--- src/rtl/seq_binary_to_bcd.sv ---
// Sequential binary-to-BCD converter (double dabble), one input bit per clock.
// Optional macro BCD_BLANK_EN adds a registered leading-zero blank mask.
module seq_binary_to_bcd #(
  parameter int BIN_W  = 8,
  parameter int DIGITS = 3
) (
  input  logic                  clk,
  input  logic                  rst_n,
  input  logic                  start,
  input  logic [BIN_W-1:0]      binary,
  output logic                  busy,
  output logic                  done,
  output logic [4*DIGITS-1:0]   bcd,
  output logic                  overflow
`ifdef BCD_BLANK_EN
  ,
  output logic [DIGITS-1:0]     blank
`endif
);

  localparam int DW = 4 * DIGITS;
  localparam int CW = $clog2(BIN_W + 1);

  localparam logic [0:0] S_IDLE  = 1'b0;
  localparam logic [0:0] S_SHIFT = 1'b1;

  localparam logic [CW-1:0] CNT_LOAD = CW'(BIN_W);
  localparam logic [CW-1:0] CNT_ONE  = CW'(1);

  logic [0:0]       state_q, state_d;
  logic [BIN_W-1:0] sr_q, sr_d;
  logic [DW-1:0]    dig_q, dig_d;
  logic             sov_q, sov_d;
  logic [CW-1:0]    cnt_q, cnt_d;
  logic [DW-1:0]    bcd_q, bcd_d;
  logic             ovf_q, ovf_d;
  logic             done_q, done_d;

  logic [DW-1:0]    adj;
  logic [DW-1:0]    dig_sh;
  logic [BIN_W-1:0] sr_sh;
  logic             sov_sh;

  // Add-3 correction on every digit in parallel, ahead of the shift.
  always_comb begin
    adj = dig_q;
    for (int i = 0; i < DIGITS; i++) begin
      if (dig_q[4*i +: 4] >= 4'd5) begin
        adj[4*i +: 4] = dig_q[4*i +: 4] + 4'd3;
      end
    end
  end

  // One double-dabble step; the bit leaving the top digit is sticky overflow.
  always_comb begin
    dig_sh = {adj[DW-2:0], sr_q[BIN_W-1]};
    sr_sh  = {sr_q[BIN_W-2:0], 1'b0};
    sov_sh = sov_q | adj[DW-1];
  end

`ifdef BCD_BLANK_EN
  logic [DIGITS-1:0] blank_q, blank_d, blank_c;
  logic              nz;

  // Digit i blanks when it and every digit above it are zero; units never blank.
  always_comb begin
    blank_c = '0;
    nz      = 1'b0;
    for (int i = DIGITS - 1; i >= 1; i--) begin
      nz         = nz | (|dig_sh[4*i +: 4]);
      blank_c[i] = ~nz;
    end
  end
`endif

  // Control and datapath next-state.
  always_comb begin
    state_d = state_q;
    sr_d    = sr_q;
    dig_d   = dig_q;
    sov_d   = sov_q;
    cnt_d   = cnt_q;
    bcd_d   = bcd_q;
    ovf_d   = ovf_q;
    done_d  = 1'b0;
`ifdef BCD_BLANK_EN
    blank_d = blank_q;
`endif
    unique case (state_q)
      S_IDLE: begin
        if (start) begin
          sr_d    = binary;
          dig_d   = '0;
          sov_d   = 1'b0;
          cnt_d   = CNT_LOAD;
          state_d = S_SHIFT;
        end
      end
      S_SHIFT: begin
        sr_d  = sr_sh;
        dig_d = dig_sh;
        sov_d = sov_sh;
        cnt_d = cnt_q - CNT_ONE;
        if (cnt_q == CNT_ONE) begin
          state_d = S_IDLE;
          bcd_d   = dig_sh;
          ovf_d   = sov_sh;
          done_d  = 1'b1;
`ifdef BCD_BLANK_EN
          blank_d = blank_c;
`endif
        end
      end
    endcase
  end

  // State and result registers; reset aborts any conversion in flight.
  always_ff @(posedge clk or negedge rst_n) begin
    if (!rst_n) begin
      state_q <= S_IDLE;
      sr_q    <= '0;
      dig_q   <= '0;
      sov_q   <= 1'b0;
      cnt_q   <= '0;
      bcd_q   <= '0;
      ovf_q   <= 1'b0;
      done_q  <= 1'b0;
    end else begin
      state_q <= state_d;
      sr_q    <= sr_d;
      dig_q   <= dig_d;
      sov_q   <= sov_d;
      cnt_q   <= cnt_d;
      bcd_q   <= bcd_d;
      ovf_q   <= ovf_d;
      done_q  <= done_d;
    end
  end

`ifdef BCD_BLANK_EN
  // Blank mask is updated together with bcd.
  always_ff @(posedge clk or negedge rst_n) begin
    if (!rst_n) begin
      blank_q <= '0;
    end else begin
      blank_q <= blank_d;
    end
  end

  assign blank = blank_q;
`endif

  assign busy     = (state_q == S_SHIFT);
  assign done     = done_q;
  assign bcd      = bcd_q;
  assign overflow = ovf_q;

endmodule

--- config.mk ---
export PLATFORM = sky130hd
export DESIGN_NAME = seq_binary_to_bcd
export DESIGN_NICKNAME = d
export VERILOG_FILES = /design/src/rtl/seq_binary_to_bcd.sv
export SDC_FILE = /design/constraint.sdc
export NUM_CORES = 1
export LEC_CHECK = 0
export CAP_MARGIN = 0
export CORE_ASPECT_RATIO = 1.4
export CORE_MARGIN = 1.5
export CORE_UTILIZATION = 40
export DETAILED_ROUTE_END_ITERATION = 10
export SETUP_SLACK_MARGIN = 0.05
export SLEW_MARGIN = 20
export SYNTH_ARGS = -nofsm -noshare
export SYNTH_HDL_FRONTEND = slang
export SYNTH_SLANG_ARGS = --single-unit
export TNS_END_PERCENT = 10
--- constraint.sdc ---
create_clock -name clk -period 2.3 [get_ports clk]
set_clock_uncertainty 0.2 [all_clocks]
set_input_delay 0.46 -clock clk [delete_from_list [all_inputs] [get_ports clk]]
set_output_delay 0.46 -clock clk [all_outputs]
set_load 0.05 [all_outputs]
After elaboration in Yosys (flattened, before gate mapping) --
Cells that the tools add are included.
Word-level totals: flip-flop bits (word level) 40, input port bits 11, output and inout bits 15, word-level logic and storage cells 36
Cells by class: add/sub/neg operators 4, magnitude comparators 3, eq/ne operators 2, mux-type cells 16, bitwise logic cells 2, reduce and logical (&&, ||, !) cells 1
Operators by type and width (count):
- $pmux W12 S2 | 1
- $mux W4 | 4
- $pmux W8 S2 | 1
- $add A4 B2 Y4 const B | 3
- $ge A4 B3 Y1 const B | 3
- $mux W12 | 1
- $mux W8 | 1
- $pmux W4 S2 | 1
- $mux W1 | 5
- $eq A4 B1 Y1 const B | 1
- $pmux W1 S2 | 2
- $sub A4 B1 Y4 const B | 1
- $ne A2 B2 Y1 const B | 1
- $reduce_and A2 Y1 | 1
- $not A1 Y1 | 1
- $or A1 B1 Y1 | 1

Depth between registers and ports, before layout --
Gate-level depths: netlist (run 1).
word-level depth 4, mapped depth 6

Worst setup path after synthesis (run 1) --
No wires, ideal clock.
path type reg-to-reg, from register dig_q[0], to register bcd_q[2], in the netlist bcd[2], arrival 1404 ps, data required time 2016 ps, setup slack 612 ps, stages on the path, launching flop included 7, cells stage by stage dfrtp_1 > inv_1 > ha_1 > nand2b_1 > a21oi_1 > mux2_2 > o21ai_0
On the way: word-level cells in the longest chain between the ends 2, elaborated cells on any way between the ends 3
RTL lines:
- start: declaration | RTL line 32 | logic [DW-1:0] dig_q, dig_d;
- start signal: assignment | RTL line 131 | dig_q <= dig_d;
- $add A4 B2 Y4 or $ge A4 B3 Y1 (tied branches) | RTL line 49, 48
- $mux W4 * | RTL line 48 | if (dig_q[4*i +: 4] >= 4'd5) begin
- end signal: assignment | RTL line 125 | bcd_q <= '0;
- end signal: assignment | RTL line 134 | bcd_q <= bcd_d;
- end: declaration | RTL line 35 | logic [DW-1:0] bcd_q, bcd_d;
Every way passes the cells marked *; elsewhere a longest branch is shown, timed or not. A chain may end at the register's enable or synchronous reset.

Final worst setup path (run 1) --
from register bcd_q[6], in the netlist bcd[6], to output bcd[6]
RTL lines:
- end: declaration | RTL line 13 | output logic [4*DIGITS-1:0] bcd,
No word-level cell between the ends.

==> results of run 1 <==
[per-stage QoR]
stage / cells / total power [mW]
after floorplan: 179 / 2.581
after global placement: 263 / 3.025
after detailed placement: 263 / 3.090
after CTS: 271 / 3.586
after global routing: 271 / 3.822
final: 271 / 3.535
[cells by family (layout without fill, tap and decap cells)]
| family | count (synthesis) | in the layout | synth area share, % |
|---|---|---|---|
| adders and majority gates | 8 | 8 | 5.128 |
| and+or+nand+nor | 50 | 50 | 13.72 |
| buffers and inverters | 16 | 46 | 4.038 |
| DFF | 40 | 40 | 51.28 |
| xor gates and xnor gates | 5 | 5 | 2.243 |
| muxes | 23 | 23 | 12.69 |
| AOI/OAI and AO/OA | 37 | 37 | 10.90 |
[power by group]
group	internal, mW	total, mW	switching (mW)
clock network	0.245	0.481	0.237
logic	0.772	1.82	1.05
registers	1.01	1.23	0.221
[Yosys cell counts]
master,count,area share (%)
nor2_1,4,0.77
nand3_4,1,0.90
ha_1,8,5.1
mux2_4,3,2.3
buf_2,5,1.3
a22o_1,1,0.45
nor2b_1,1,0.32
inv_1,8,1.5
a21oi_2,2,0.90
xor2_1,1,0.45
buf_6,1,0.58
o21a_1,1,0.38
nand2b_1,13,4.2
mux2_2,2,1.2
nor3b_1,6,2.3
a21o_1,2,0.77
xnor2_1,4,1.8
a21oi_1,8,2.1
clkinv_4,1,0.45
nor3_1,4,1.0
or2b_1,1,0.38
o31ai_1,2,0.77
o21ai_0,19,4.9
dfrtp_1,40,51
nand2_1,20,3.8
o21ai_1,1,0.26
clkbuf_1,1,0.19
a21o_2,1,0.45
mux2i_1,18,9.2
[layout make-up]
type	instances	area (sq um)	area share (%)
well taps	62	77.57	3.263
clock buffers	8	90.09	3.789
multi-input cells	123	872.1	36.68
inverters	9	38.79	1.632
flip-flops and latches	40	1001	42.11
repair buffers	29	297.8	12.53
[layout by cell type (no fill, tap or decap), drive strengths merged, types with 2 or more instances in the layout]
cell | synthesis | layout
inv | 8 | 8
o31ai | 2 | 2
buf | 6 | 6
a21o | 3 | 3
xnor2 | 4 | 4
nand2b | 13 | 13
nand2 | 20 | 20
mux2i | 18 | 18
clkbuf | 1 | 8
o21ai | 20 | 20
nor3 | 4 | 4
dfrtp | 40 | 40
nor3b | 6 | 6
mux2 | 5 | 5
nor2 | 4 | 4
a21oi | 10 | 10
ha | 8 | 8
clkdlybuf4s50 | 0 | 23
[registers in the layout (all words and copies together) (netlist names)]
register / cells
busy: 1
sov_q: 1
sr_q: 8
dig_q: 12
overflow: 1
bcd: 12
cnt_q: 4
done: 1
[layer usage]
metal  share of wire [%]  vias up  track usage, %
met3                 4.2        8           4.072
met2                  49       28           24.05
met1                  45      632           18.72
li1                    -      661               -
met4                 2.1        0           6.190
met5                   0        -               0
[worst paths after layout]
check	slack (ns)	startpoint	end
min in group clk	0.28	bcd[0]	bcd[0]
max in group asynchronous	1.52	rst_n	bcd[4]
worst min-delay path	0.02	rst_n	bcd[2]
worst max register to register	0.44	dig_q[0]	bcd[2]
worst max-delay path	0.18	bcd[6]	bcd[6]
worst min register to register	0.28	bcd[0]	bcd[0]
==> out/metrics.cfg, run 1 <==
[finish]
num-nets-final = 227
area_growth_pct = 21.79
design_area_sq_um = 2377
nFillCells = 428
n_antenna_cell = 0
drive_above_1_share_pct = 10.53
final_util_pct = 51.59

[sta]
finalSetupViolCount = 0
grt_setup_unrepaired = false
hold_viol = 0
min_period_ns = 2.115
slew_viol_final = 0
setup_tns_ns = 0
worst_slew_pin_slew_ns = 0.5148
slew_headroom_pct = 65.68
hold-worst-slack_ns = 0.02430
fmax_mhz = 472.7
setup_ws_ns = 0.1846
fin_crit_sh_pct = 91.97

[routing]
wl_microns = 3520
first_iter_violations = 36
num_vias = 1329
wl_per_cell_microns = 12.99
firstDrtPassIters = 4
vias_per_cell = 4.904
ant_nets = 0
drc = 0

[placed_design]
place_ws_ns = 0.4428
port_buffers = 25
dpl.hpwl_microns = 2407
post_dp_cell_area_sq_um = 2287
place.gp.congestion = 0.8016

[critical_path]
cp-end-kind = output port
cp_slowest_cell = clkdlybuf4s50_1
critPathRequiredTime_ns = 1.64
worstSetupPathType = reg2out
path_depth = 1
crit_fanout = 2
crit_buf_inv = 1
cp_top_family = buffers and inverters
slowest_delay_ns = 0.81
critical_path_arrival_ns = 1.46
r2r_cells = 6
startpoint_type = flop
crit_path_cell_trace = clkdlybuf4s50_1

[clock_tree]
clockRootBuffer = clkbuf_8
holdBufCountCts = 0
cts.repair.resized = 0
post_cts_buffers = 0
cts.sink_count = 40
cts_tree = built
cts.path.max_buffers = 2
cts_buffers = 5
clock_latency_ns = 0.29
htreeDepth = 2
clk_pin_slew_worst_paths_ns = 0.07

[logic_synthesis]
synth_area_sq_um = 1952
avgSynthCellArea_sq_um = 10.90
ys_seq_area_share_pct = 51.28
ys_ff_latch = 40
synth_fp_nets = 198
syn_inst = 179
yosys_warnings = 0
yosysUniqueCellTypes = 29

[grt]
grt_usage_pct = 15.07
grt_pass1_vias = 1355
grt_max_degree = 41
grt_overflow = 0
antenna_found_initial = 0
grt_pass1_wl_microns = 6009

[pwr]
vdd_drop_max_mv = 0.6766
p_leak_nw = 1.104
cellPowerDensity_nw_per_um2 = 1487

[floorplan]
die_w_microns = 62.04
rows = 29
dieArea_sq_um = 5314
initial_core_util_pct = 42.36
die_h_microns = 85.66
ioPinCount = 26
core_sq_um = 4608

[worst_hold_path]
hold_class = in2async

[job]
maxCapViolCount = 0

[outcome]
status = finished clean

(Power assumes the default switching activity.)
==> run 2, diff against run 1 <==
GPL_TIMING_DRIVEN = 0   (was unset)
==> run 2 against run 1 <==
  * Sequential cell count unchanged
  * Register-to-register slack got worse by 0.02 ns
  * Clock-buffer cell count shrank 1
  * Critical path type unchanged
  * Highest routed layer unchanged
==> out/metrics.cfg, run 2 (same netlist as run 1, synthesis figures left out) <==
[clock_tree]
cts.path.max_buffers = 2
cts_buffers = 5
cts.sink_count = 40
clk_pin_slew_worst_paths_ns = 0.08
cts_tree = built
clockRootBuffer = clkbuf_8
post_cts_buffers = 0
htreeDepth = 2
clock_latency_ns = 0.29

[critical_path]
r2r_cells = 6
startpoint_type = flop
slowest_delay_ns = 0.81
crit_fanout = 2
crit_buf_inv = 1
r2r_slack_ns = 0.42
rr_startpoint = dig_q[0]
worstSetupPathType = reg2out
critical_path_arrival_ns = 1.47
cp_slowest_cell = clkdlybuf4s50_1
worstReg2RegEnd = bcd[2]
crit_path_cell_trace = clkdlybuf4s50_1
critPathRequiredTime_ns = 1.64
startpoint = bcd[6]
cp_top_family = buffers and inverters
cp-end-kind = output port

[sta]
fin_crit_sh_pct = 92.62
slew_viol_final = 0
hold_viol = 0
slew_headroom_pct = 66.69
hold-worst-slack_ns = 0.2795
fmax_mhz = 469.4
grt_setup_unrepaired = false
min_period_ns = 2.130
worst_slew_pin_slew_ns = 0.4981
finalSetupViolCount = 0

[placed_design]
place.gp.congestion = 0.7493
port_buffers = 25
dpl.hpwl_microns = 2956

[pwr]
cellPowerDensity_nw_per_um2 = 1494
p_leak_nw = 1.115
vdd_drop_max_mv = 0.7054
finalPower_mw = 3.584

[finish]
n_antenna_cell = 0
num-nets-final = 232
drive_above_1_share_pct = 11.74
area_growth_pct = 22.95
final_common_cell = dfrtp_1
final_cell_mix = dfrtp_1, clkdlybuf4s50_1, nand2_1

[floorplan]
dieArea_sq_um = 5314
ioPinCount = 26
initial_core_util_pct = 42.36
rows = 29
core_sq_um = 4608
die_w_microns = 62.04
die_h_microns = 85.66

[grt]
grt_overflow = 0
grt_pass1_wl_microns = 6658
grt_pass1_vias = 1409
grt_max_degree = 27
grt_usage_pct = 16.99
antenna_found_initial = 0

[worst_hold_path]
hold_class = reg2reg
worstHoldEndpoint = bcd[5]
worstHoldPathCells = 2
hp-start = bcd[5]

[routing]
ant_nets = 0
num_vias = 1410
vias_per_cell = 5.127
firstDrtPassIters = 4
wl_per_cell_microns = 14.47
drc = 0
first_iter_violations = 61
wl_microns = 3979

[job]
maxCapViolCount = 0

[outcome]
status = finished clean

[run 2: cell count changes in the layout (fill, tap and decap cells not counted), sizes merged]
cell,change
buf,+2
dlygate4sd3,+1
dlygate4sd2,+1
[run 2: worst max path at each step]
stage          endpoint  slack, ns  cells after the start
2_1_floorplan    bcd[2]       0.61                      6
3_3_place_gp    sr_q[3]      -0.45                      1
3_5_place_dp    sr_q[4]       0.25                      4
4_1_cts         bcd[10]       0.15                      1
5_1_grt         bcd[11]       0.12                      1
6_report         bcd[6]       0.17                      1
[run 2: power by group]
part / leakage (nW) / switching (mW) / internal, mW / total [mW]
Sequential: 0.501 / 0.232 / 1.01 / 1.25
Combinational: 0.564 / 1.07 / 0.759 / 1.83
Clock: 0.0503 / 0.239 / 0.267 / 0.506
Total: 1.12 / 1.54 / 2.04 / 3.58
[run 2: final cells by class]
type | instances | area [sq um]
clock buffers | 7 | 96.34
flip-flops and latches | 40 | 1001
inverters | 9 | 38.79
fillers | 456 | 2208
well taps | 62 | 77.57
repair buffers | 27 | 274.0
plain buffers | 7 | 40.04
multi-input cells | 123 | 872.1
[run 2: routing by layer]
| layer | vias up | track usage, % | wire (microns) |
|---|---|---|---|
| met1 | 700 | 20.74 | 1689 |
| met2 | 30 | 28.31 | 2080 |
| li1 | 674 | - | - |
| met4 | 0 | 5.803 | 63 |
| met5 | - | 0 | 0 |
| met3 | 6 | 4.223 | 145 |
[run 2: what timing repair did]
action                                 4_1_cts  5_1_grt
gates resized for setup                      1        0
setup endpoints to repair                    1        0
hold buffers                                 1        0
endpoints found under the hold margin       14        0
[run 2: metrics by stage]
step	cells	worst slack, ns	area, sq um	TNS, ns	util (%)
floorplan	179	0.6119	1952	0	-
global placement	266	-0.4496	2280	-17.90	49.47
detailed placement	267	0.2453	2295	0	49.80
CTS	275	0.1545	2400	0	52.08
global route	275	0.1225	2400	0	52.08
finish	275	0.1697	2400	0	52.08
==> run 3, diff against run 2 <==
SLEW_MARGIN = 5   (was 20)
clock period = 2.7 ns   (was 2.3 ns; I/O delays follow)
==> run 3 against run 2 <==
  * Via count up 0.43%
  * Combinational power is 15% lower
  * Global-route usage is the same
  * Sequential power shrank 15%
  * Non-clock buffer count stayed put
  * Sequential cell count unchanged
  * Largest power group unchanged
  * Sequential share of layout area barely moved
==> out/metrics.cfg, run 3 (same netlist as run 1, synthesis figures left out) <==
[outcome]
status = finished clean

[clock_tree]
cts.path.max_buffers = 2
cts.repair.resized = 0
cts.sink_count = 40
clk_pin_slew_worst_paths_ns = 0.08
clockRootBuffer = clkbuf_8
post_cts_buffers = 0
cts_tree = built
holdBufCountCts = 1
htreeDepth = 2
cts_buffers = 5
clock_latency_ns = 0.29

[placed_design]
dpl.hpwl_microns = 2956
port_buffers = 25
place.gp.congestion = 0.7493
place_ws_ns = 0.5653

[critical_path]
cp_slowest_cell = clkdlybuf4s50_1
crit_fanout = 6
worstSetupPathType = reg2out
worstReg2RegEnd = bcd[2]
r2r_cells = 6
cp_top_family = buffers and inverters
r2r_slack_ns = 0.82
critical_path_arrival_ns = 1.59
rr_startpoint = dig_q[0]
critPathRequiredTime_ns = 1.96
cp-end-kind = output port
crit_buf_inv = 1
crit_path_cell_trace = clkdlybuf4s50_1
slowest_delay_ns = 0.84
startpoint_type = flop

[finish]
nFillCells = 455
final_common_cell = dfrtp_1
final_cell_mix = dfrtp_1, clkdlybuf4s50_1, nand2_1
area_growth_pct = 23.01
num-nets-final = 232
drive_above_1_share_pct = 11.74
n_antenna_cell = 0

[job]
maxCapViolCount = 0

[routing]
wl_per_cell_microns = 14.49
first_iter_violations = 64
firstDrtPassIters = 4
wl_microns = 3986
drc = 0
vias_per_cell = 5.149
ant_nets = 0
num_vias = 1416

[pwr]
p_leak_nw = 1.117
finalPower_mw = 3.059
cellPowerDensity_nw_per_um2 = 1274
vdd_drop_max_mv = 0.6197

[sta]
hold-worst-slack_ns = 0.2795
setup_tns_ns = 0
slew_headroom_pct = 66.69
grt_setup_unrepaired = false
fin_crit_sh_pct = 86.16
min_period_ns = 2.326
slew_viol_final = 0
worst_slew_pin_slew_ns = 0.4981
setup_ws_ns = 0.3738
hold_viol = 0
fmax_mhz = 429.9
finalSetupViolCount = 0

[floorplan]
rows = 29
die_h_microns = 85.66
ioPinCount = 26
initial_core_util_pct = 42.36
die_w_microns = 62.04
core_sq_um = 4608
dieArea_sq_um = 5314

[worst_hold_path]
hp-start = bcd[5]
worstHoldEndpoint = bcd[5]
hold_class = reg2reg
worstHoldPathCells = 2

[grt]
grt_pass1_wl_microns = 6658
antenna_found_initial = 0
grt_max_degree = 27
grt_pass1_vias = 1409
grt_overflow = 0
grt_usage_pct = 16.99

==> run 3: cell count changes in the layout (fill, tap and decap cells not counted), sizes merged <==
cell           previous run  this run
clkdlybuf4s50            23        24
dlygate4sd2               1         0
==> run 3: worst max path at each step <==
stage / end / slack (ns) / from / cells after the start
final: busy / 0.37 / busy / 1
after floorplan: bcd[2] / 1.01 / dig_q[0] / 6
after global placement: sr_q[3] / -0.13 / rst_n / 1
after global routing: busy / 0.33 / busy / 1
after detailed placement: sr_q[4] / 0.57 / start / 4
after CTS: busy / 0.35 / busy / 1
==> run 3: cell type report <==
class	count	area, sq um	share of cell area (%)
buffer	7	40.04	1.668
tap	62	77.57	3.231
clock buffer	7	96.34	4.013
sequential	40	1001	41.69
inverter	9	38.79	1.615
multi-input combinational	123	872.1	36.32
timing repair buffer	27	275.3	11.46
==> run 3: per-stage QoR <==
step | cell area [sq um] | cells | utilization [%]
floorplan | 1952 | 179 | -
global placement | 2280 | 266 | 49.47
global route | 2401 | 275 | 52.10
finish | 2401 | 275 | 52.10
CTS | 2401 | 275 | 52.10
detailed placement | 2295 | 267 | 49.80
==> run 3: report_power, final <==
group / switching (mW) / total [mW] / internal, mW
registers: 0.200 / 1.06 / 0.864
logic: 0.914 / 1.56 / 0.651
clock network: 0.203 / 0.430 / 0.228
total: 1.32 / 3.06 / 1.74
==> run 3: metal layers <==
metal	global-route usage, %	wire, microns
met5	0	0
met4	5.803	63
met3	4.223	165
met2	28.31	2085
met1	20.74	1671
